===== src/rtl/maze_pkg.sv =====
// Shared widths, action encodings and FSM state type for the maze environment.
package maze_pkg;

  localparam int STATE_W  = 6;
  localparam int REWARD_W = 16;

  localparam logic [1:0] ACT_UP    = 2'd0;
  localparam logic [1:0] ACT_RIGHT = 2'd1;
  localparam logic [1:0] ACT_DOWN  = 2'd2;
  localparam logic [1:0] ACT_LEFT  = 2'd3;

  typedef enum logic [1:0] {
    IDLE = 2'd0,
    CALC = 2'd1,
    RESP = 2'd2
  } fsm_t;

endpackage


===== src/rtl/maze_move_calc.sv =====
// Combinational move evaluation: target cell, reward and terminal flag
// for one action taken from pos on the 8x8 grid.
module maze_move_calc
  import maze_pkg::*;
#(
  parameter logic [STATE_W-1:0]         GOAL_STATE = 6'd63,
  parameter logic [63:0]                WALL_MAP   = 64'h0,
  parameter logic [63:0]                TRAP_MAP   = 64'h0,
  parameter logic signed [REWARD_W-1:0] R_GOAL     = 16'sd100,
  parameter logic signed [REWARD_W-1:0] R_TRAP     = -16'sd50,
  parameter logic signed [REWARD_W-1:0] R_WALL     = -16'sd10,
  parameter logic signed [REWARD_W-1:0] R_STEP     = -16'sd1
) (
  input  logic [STATE_W-1:0]         pos,
  input  logic [1:0]                 action,
  output logic [STATE_W-1:0]         target,
  output logic signed [REWARD_W-1:0] reward,
  output logic                       terminal
);

  logic [2:0]         row, col, nrow, ncol;
  logic               off_grid;
  logic [STATE_W-1:0] tgt;

  // Raw neighbour cell, then the priority rules: blocked, goal, trap, plain step
  always_comb begin
    row      = pos[5:3];
    col      = pos[2:0];
    nrow     = row;
    ncol     = col;
    off_grid = 1'b0;
    case (action)
      ACT_UP:    if (row == 3'd0) off_grid = 1'b1; else nrow = row - 3'd1;
      ACT_RIGHT: if (col == 3'd7) off_grid = 1'b1; else ncol = col + 3'd1;
      ACT_DOWN:  if (row == 3'd7) off_grid = 1'b1; else nrow = row + 3'd1;
      default:   if (col == 3'd0) off_grid = 1'b1; else ncol = col - 3'd1;
    endcase
    tgt = {nrow, ncol};

    target   = tgt;
    reward   = R_STEP;
    terminal = 1'b0;
    if (off_grid || WALL_MAP[tgt]) begin
      // Bumps leave the agent in place
      target = pos;
      reward = R_WALL;
    end else if (tgt == GOAL_STATE) begin
      reward   = R_GOAL;
      terminal = 1'b1;
    end else if (TRAP_MAP[tgt]) begin
      reward   = R_TRAP;
      terminal = 1'b1;
    end
  end

endmodule


===== src/rtl/maze_env_responder.sv =====
// Maze environment responder: takes one action per 3 cycles and reports
// the transition with a fixed 2-cycle handshake-to-response latency.
module maze_env_responder
  import maze_pkg::*;
#(
  parameter logic [STATE_W-1:0]         START_STATE = 6'd0,
  parameter logic [STATE_W-1:0]         GOAL_STATE  = 6'd63,
  parameter logic [63:0]                WALL_MAP    = 64'h0,
  parameter logic [63:0]                TRAP_MAP    = 64'h0,
  parameter logic [15:0]                MAX_STEPS   = 16'd255,
  parameter logic signed [REWARD_W-1:0] R_GOAL      = 16'sd100,
  parameter logic signed [REWARD_W-1:0] R_TRAP      = -16'sd50,
  parameter logic signed [REWARD_W-1:0] R_WALL      = -16'sd10,
  parameter logic signed [REWARD_W-1:0] R_STEP      = -16'sd1
) (
  input  logic                       clk,
  input  logic                       rst,
  input  logic                       act_valid,
  output logic                       act_ready,
  input  logic [1:0]                 action,
  output logic                       resp_valid,
  output logic [STATE_W-1:0]         state,
  output logic [STATE_W-1:0]         next_state,
  output logic signed [REWARD_W-1:0] reward,
  output logic                       done,
  output logic [15:0]                step_cnt,
  output logic [15:0]                episode_cnt
);

  fsm_t                       fsm_q, fsm_d;
  logic [1:0]                 act_q, act_d;
  logic [STATE_W-1:0]         pos_q, pos_d;
  logic [STATE_W-1:0]         state_q, state_d;
  logic [STATE_W-1:0]         nst_q, nst_d;
  logic signed [REWARD_W-1:0] rew_q, rew_d;
  logic                       done_q, done_d;
  logic [15:0]                step_q, step_d;
  logic [15:0]                ep_q, ep_d;

  logic [STATE_W-1:0]         calc_target;
  logic signed [REWARD_W-1:0] calc_reward;
  logic                       calc_term;

  maze_move_calc #(
    .GOAL_STATE(GOAL_STATE),
    .WALL_MAP  (WALL_MAP),
    .TRAP_MAP  (TRAP_MAP),
    .R_GOAL    (R_GOAL),
    .R_TRAP    (R_TRAP),
    .R_WALL    (R_WALL),
    .R_STEP    (R_STEP)
  ) u_calc (
    .pos     (pos_q),
    .action  (act_q),
    .target  (calc_target),
    .reward  (calc_reward),
    .terminal(calc_term)
  );

  // Next-state logic: latch action, capture transition on entering RESP, commit in RESP
  always_comb begin
    fsm_d   = fsm_q;
    act_d   = act_q;
    pos_d   = pos_q;
    state_d = state_q;
    nst_d   = nst_q;
    rew_d   = rew_q;
    done_d  = done_q;
    step_d  = step_q;
    ep_d    = ep_q;
    case (fsm_q)
      IDLE: begin
        if (act_valid) begin
          act_d = action;
          fsm_d = CALC;
        end
      end
      CALC: begin
        state_d = pos_q;
        nst_d   = calc_target;
        rew_d   = calc_reward;
        // Timeout forces done but keeps the move's own reward
        done_d  = calc_term | ((step_q + 16'd1) == MAX_STEPS);
        fsm_d   = RESP;
      end
      RESP: begin
        fsm_d = IDLE;
        if (done_q) begin
          pos_d  = START_STATE;
          step_d = 16'd0;
          ep_d   = ep_q + 16'd1;
        end else begin
          pos_d  = nst_q;
          step_d = step_q + 16'd1;
        end
      end
      default: fsm_d = IDLE;
    endcase
  end

  // State registers with synchronous reset that overrides any in-flight action
  always_ff @(posedge clk) begin
    if (rst) begin
      fsm_q   <= IDLE;
      act_q   <= 2'd0;
      pos_q   <= START_STATE;
      state_q <= '0;
      nst_q   <= '0;
      rew_q   <= '0;
      done_q  <= 1'b0;
      step_q  <= 16'd0;
      ep_q    <= 16'd0;
    end else begin
      fsm_q   <= fsm_d;
      act_q   <= act_d;
      pos_q   <= pos_d;
      state_q <= state_d;
      nst_q   <= nst_d;
      rew_q   <= rew_d;
      done_q  <= done_d;
      step_q  <= step_d;
      ep_q    <= ep_d;
    end
  end

  assign act_ready   = (fsm_q == IDLE);
  assign resp_valid  = (fsm_q == RESP);
  assign state       = state_q;
  assign next_state  = nst_q;
  assign reward      = rew_q;
  assign done        = done_q;
  assign step_cnt    = step_q;
  assign episode_cnt = ep_q;

endmodule


===== config.mk =====
export PLATFORM = sky130hd
export DESIGN_NAME = maze_env_responder
export DESIGN_NICKNAME = d
export VERILOG_FILES = /design/src/rtl/maze_pkg.sv /design/src/rtl/maze_move_calc.sv /design/src/rtl/maze_env_responder.sv
export SDC_FILE = /design/constraint.sdc
export NUM_CORES = 1
export LEC_CHECK = 0
export ABC_AREA = 1
export ABC_CLOCK_PERIOD_IN_PS = 3900
export BUFFER_PORTS_ARGS = -buffer_cell sky130_fd_sc_hd__buf_2
export CORE_ASPECT_RATIO = 1.2
export CORE_MARGIN = 2
export CORE_UTILIZATION = 54
export DETAILED_ROUTE_END_ITERATION = 12
export PLACE_DENSITY = 0.78
export SLEW_MARGIN = 20
export SYNTH_ARGS = -nofsm -noshare
export SYNTH_HDL_FRONTEND = slang
export SYNTH_HIERARCHICAL = 1
export SYNTH_SLANG_ARGS = --single-unit

===== constraint.sdc =====
create_clock -name clk -period 3.9 [get_ports clk]
set_input_delay 0.195 -clock clk [delete_from_list [all_inputs] [get_ports clk]]
set_output_delay 0.195 -clock clk [all_outputs]
set_load 0.005 [all_outputs]

# Word level (Yosys, flattened, before mapping)
# Memory sizes are Yosys's and may differ from the RTL's.
# Index checks and enable logic that the tools add are counted.
# op_classes
n_addsub	6
order_cmp	1
eq_ne	9
muxes	23
bitwise	1
n_reduce_logical	8
# op_table
op	count
2-to-1 mux 16 bit	3
adder 16 x 1 -> 16 bit (second input constant)	2
2-to-1 mux 6 bit	3
== test 16 x 8 -> 1 bit (second input constant)	1
2-to-1 mux 3 bit	4
case mux 3 bit (2 select lines)	2
2-to-1 mux 1 bit	8
less-than comparator 6 x 7 -> 1 bit (second input constant)	1
adder 3 x 1 -> 3 bit (second input constant)	2
== test 3 bit (second input constant)	2
== test 6 bit (second input constant)	1
logical NOT 3 bit	2
subtractor 3 x 1 -> 3 bit (second input constant)	2
== test 2 x 1 -> 1 bit (second input constant)	2
== test 2 bit (second input constant)	2
logical NOT 2 bit	2
case mux 2 bit (2 select lines)	1
AND reduction 2 bit	2
case mux 1 bit (3 select lines)	1
2-to-1 mux 2 bit	1
inequality test 2 bit (second input constant)	1
OR reduction 2 bit	1
logical OR 1 bit	1
bitwise OR 1 bit	1
# word_totals
regBits	71
mem_bits_ro	64
inputBits	5
output_inout_bits	63
wordCells	58
memories	1
# mem_list
name	depth	word_bits	read_ports	rd_ports_with_merged_regs	write_ports	line_no	rtl
(name not given)	64	1	1	0	0	maze_move_calc.sv:43	if (off_grid || WALL_MAP[tgt]) begin

# Logic depth before layout (Yosys ltp)
# logic_depth
word_depth	9
mapped_depth	13
ltp_nobuf	12

# Modules after synthesis
# The synthesis kept the hierarchy.
# modules_own_cells
module	instances	cells_per_inst	area_each_um2	seq_area_each_um2
maze_env_responder	1	434	3109.2	1421.4
maze_move_calc	1	94	560.5	0.0

# Worst setup path before layout
# No wires, ideal clock.
# synth_path
kind	flip-flop to flip-flop
start	reg pos_q[3]
end	reg rew_q[10] (netlist: reward[10])
setup_ns	0.116
arrival_ns	1.715
required_time_ns	3.784
setup_slack_ns	2.069
stages_incl_launch_ff	14
path_buffers	1
synth_period_minus_slack_ns	1.831
cell_sequence	dfxtp_1 > inv_1 > ha_1 > nand2_1 > nand2_1 > nand2_1 > nand2_1 > nand2_2 > nand3_2 > nor2_2 > nand2_1 > buf_4 > nor2_1 > nor2_1
# synth_via
elab_chain_len	7
elab_cells_between_ends	16
classes_between	2 x add/sub; 2 x eq/ne; 9 x mux; 2 x reduce/logical; 1 x memory
# synth_lines
item	line_no	rtl
start: declaration	maze_env_responder.sv:32	logic [STATE_W-1:0] pos_q, pos_d;
start signal: assignment	maze_env_responder.sv:116	pos_q <= pos_d;
adder 3 x 1 -> 3 bit (tied with other cells)	maze_move_calc.sv:35	ACT_DOWN: if (row == 3'd7) off_grid = 1'b1; else nrow = row + 3'd1;
2-to-1 mux 3 bit (on tied branches)	maze_move_calc.sv:35, maze_move_calc.sv:33	
case mux 3 bit (2 select lines)	maze_move_calc.sv:32	case (action)
memory read (64 x 1 bit)	-	
2-to-1 mux 1 bit (implied by the code)	maze_move_calc.sv:43	
logical OR 1 bit	maze_move_calc.sv:43	
2-to-1 mux 16 bit (*)	maze_move_calc.sv:43	
via calc_reward[10]	maze_env_responder.sv:41	logic signed [REWARD_W-1:0] calc_reward;
end signal: assignment	maze_env_responder.sv:119	rew_q <= rew_d;
end: declaration	maze_env_responder.sv:35	logic signed [REWARD_W-1:0] rew_q, rew_d;
# Mark *: on every way through the listed nets, which the timed path passes. The rest lies on a longest branch. The select of a mux whose other input is x is not followed.
# A chain may end at the register's enable or synchronous reset.

# Worst setup path in the final report
# layout_path
start	reg fsm_q[1]
end	reg step_q[3] (netlist: step_cnt[3])
# layout_via
elab_chain_len	1
# layout_lines
item	line_no	rtl
start: declaration	maze_env_responder.sv:30	fsm_t fsm_q, fsm_d;
start signal: assignment	maze_env_responder.sv:114	fsm_q <= fsm_d;
== test 2 bit	maze_env_responder.sv:71	case (fsm_q)
end signal: assignment	maze_env_responder.sv:121	step_q <= step_d;
end: declaration	maze_env_responder.sv:37	logic [15:0] step_q, step_d;
# No other way between the ends.

==> flow_metrics.tcl <==
set metrics [dict create \
    synthMostInstantiatedCell "sky130_fd_sc_hd__nand2_1" \
    dp.final_hpwl_mm 5.708 \
    number_of_standard_cells_after_synthesis 528 \
    clock-sinks 71 \
    post-route-drc-count 0 \
    synth.yosys.seq_area_share 0.3873 \
    finalSetupViolCount 0 \
    timing_hold_violations_final 0 \
    post_synth_main_area_contributors "sky130_fd_sc_hd__dfxtp_1 (39%), sky130_fd_sc_hd__nand2_1 (11%), sky130_fd_sc_hd__nor2_1 (8.7%)" \
    final.setup.tns_ps 0 \
    cts_setup_buffers 0 \
    global_route.overflow_total 0 \
    timing.final.ws_setup_ps 1875 \
    synth-edff-count 0 \
    max_cap_viol_count 0 \
    synth_adder_area_share 0.03069 \
    clkTransAtPathRegs_ps 80 \
    largest_area_contributor_in_the_synthesized_netlist "sky130_fd_sc_hd__dfxtp_1" \
    ant_cells 0 \
    syn_area_per_cell_sq_um 6.950 \
    worst_clock_skew_ps 9.609 \
    maximum_number_of_pins_on_one_net_before_global_route_repair 43 \
    htree_num_levels 3 \
    tightestPinTransition_ps 986.8 \
    post_layout_minimum_cycle_time_ps 2025 \
    critPathCaptureType "register" \
    ios 68 \
    grt_antenna_before_repair 0 \
    ys_ff_latch 71 \
    chipHeight_um 94.31 \
    post_synth_instance_area_sq_um 3670 \
    clock_insertion_delay_worst_skew_ps 340 \
    synth.mux.area_fraction 0 \
    p_leak_nw 1.899 \
    synth_top_family_by_area "simple AND/OR/NAND/NOR gates" \
    path_max_fanout 25 \
    synth_compound_area_frac 0.1146 \
    slew_headroom 0.3414 \
    synth_top_cells_by_count "sky130_fd_sc_hd__nand2_1 (104), sky130_fd_sc_hd__nor2_1 (85), sky130_fd_sc_hd__dfxtp_1 (71)" \
    simple_logic_cell_fraction_of_the_synthesized_area 0.3522 \
    worst-endpoint-arrival_ps 2300 \
    cell_chain_critical_path "nand2_2 > nor2_2 > inv_1 > or2_1 > a21oi_1" \
    place_ws_ps 1895 \
    grt_pass1_vias 3152 \
    placeableCoreArea_sq_um 6486 \
    nets 592 \
    routed_via_density 5.145 \
    detailedRoute.firstPassIterationCount 5 \
    clock_tree.root_cell "sky130_fd_sc_hd__clkbuf_8" \
    synth_xor_xnor_area_share 0.009547 \
    num_rows 32 \
    timing.setup.critical_path_class "reg -> reg" \
    timing.final.max_slew_violations 0 \
    share_of_the_synthesized_area_in_the_top_cell_type 0.3873 \
    route.vias.total 3432 \
    power_density_nw_per_um2 364.9 \
    cp.required_ps 4170 \
    regToRegSetupSlack_ps 1880 \
    post_cts.resized_instances 0 \
    worst_setup_path_start_kind "register" \
    power.ir.vdd_worst_v 0.0002656 \
    areaGrowthSynthToFinish_pct 13.33 \
    synth_warn 6 \
    unrepaired_setup_endpoints_after_global_routing "no" \
    cts_tree "built" \
    die_width_um 79.26 \
    worst_path_largest_cell_delay_ps 700 \
    share_of_synthesized_registers_carrying_an_async_set_or_reset 0 \
    die_area_sq_um 7474 \
    wl_per_cell_um 12.19 \
    detailedRoute.firstIterationViolations 181 \
    portBuffers 67 \
    clock.fmax_mhz 493.9 \
    drive_gt1_frac 0.2131 \
    cts_hold_repair.buffers 0 \
    fillers 598 \
    worstHoldPathType "in -> reg" \
    first_pass_grt_wire_length_mm 14.02 \
    grt.total_usage 0.2331 \
    cts_max_path_buffers 2 \
    synth_cell_types 36 \
    main_synth_ff_type "sky130_fd_sc_hd__dfxtp_1" \
    status "finished clean" \
    cpMaxStageDelayCell "sky130_fd_sc_hd__nor2_2" \
    detail-route-antenna-nets 0 \
    wl_mm 8.129 \
    globalplace.congestion 0.8921 \
    initial_core_util 0.5658 \
    numCtsBuffers 9 \
    fin_crit_sh 0.5192 \
]
## final cells by class
cell class | instances | area, sq um | share of cell area
sequential | 71 | 1421 | 0.3418
clock inverter | 6 | 86.33 | 0.02076
tap | 85 | 106.4 | 0.02557
multi-input combinational | 373 | 1872 | 0.4501
clock buffer | 9 | 123.9 | 0.02978
timing repair buffer | 68 | 342.8 | 0.08243
inverter | 55 | 206.4 | 0.04964
## final timing paths
kind,depth (start not counted),endpoint,startpoint
setup reg to reg,5,step_cnt[3],fsm_q[1]
hold reg to reg,2,step_cnt[14],step_cnt[14]
hold / removal,3,act_q[0],action[0]
setup / recovery,5,step_cnt[3],fsm_q[1]
## through the flow
step / cell area [sq um] / power (W) / hold slack, ps / cells / util
floorplan: 3677 / 0.0008625 / 358.8 / 530 / -
global placement: 3949 / 0.0008977 / 454.3 / 652 / 0.6088
detailed placement: 3949 / 0.0008999 / 459.5 / 652 / 0.6088
CTS: 4159 / 0.001525 / 101.8 / 667 / 0.6412
global route: 4159 / 0.001577 / 139.3 / 667 / 0.6412
finish: 4159 / 0.001518 / 109.0 / 667 / 0.6412
## routing by layer
| layer | GRT usage | wire length (um) | vias up |
|---|---|---|---|
| met4 | 0.08046 | 95 | 0 |
| li1 | - | - | 1770 |
| met3 | 0.05577 | 370 | 10 |
| met5 | 0 | 0 | - |
| met2 | 0.4082 | 3963 | 83 |
| met1 | 0.2782 | 3700 | 1569 |
## critical path: cells and delay by family, from the launching register on
kind / cells / cell delay [ps]
buffers and inverters: 1 / 170
AO/OA/AOI/OAI: 1 / 130
AND/OR/NAND/NOR: 3 / 1290
flip-flops: 1 / 360
## placed cells by master, fill, tap and decap left out, types with 2 or more instances in the layout
cell type,count
sky130_fd_sc_hd__nor2_2,8
sky130_fd_sc_hd__nor3b_1,2
sky130_fd_sc_hd__nand3_1,30
sky130_fd_sc_hd__buf_2,67
sky130_fd_sc_hd__nand2_2,7
sky130_fd_sc_hd__nor2_4,4
sky130_fd_sc_hd__inv_2,9
sky130_fd_sc_hd__or2_1,5
sky130_fd_sc_hd__nand3_2,7
sky130_fd_sc_hd__nor2_1,85
sky130_fd_sc_hd__o21ai_1,4
sky130_fd_sc_hd__xor2_1,4
sky130_fd_sc_hd__nor3_1,6
sky130_fd_sc_hd__clkinv_2,2
sky130_fd_sc_hd__conb_1,3
sky130_fd_sc_hd__ha_1,9
sky130_fd_sc_hd__bufinv_16,2
sky130_fd_sc_hd__nand4_1,10
sky130_fd_sc_hd__nand2_1,104
sky130_fd_sc_hd__a21oi_1,34
sky130_fd_sc_hd__clkbuf_8,9
sky130_fd_sc_hd__o21ai_0,40
sky130_fd_sc_hd__dfxtp_1,71
sky130_fd_sc_hd__inv_1,46
## where the power goes
group	total, W	internal, W	switching [W]
Clock	0.000634	0.000355	0.000279
Sequential	0.000769	0.000750	0.0000193
Combinational	0.000114	0.0000408	0.0000733
## registers in the layout, summed over array words and instances (netlist names)
signal / flops
act_q: 2
done: 1
episode_cnt: 16
fsm_q: 2
next_state: 6
pos_q: 6
reward: 16
state: 6
step_cnt: 16
## cell families after synthesis
logic type | Yosys count
flops | 71
buf+inv | 86
xor+xnor | 4
fa+ha+maj | 9
other cells | 1
simple gates | 275
compound gates | 82
Power figures use the tool's default switching activity.
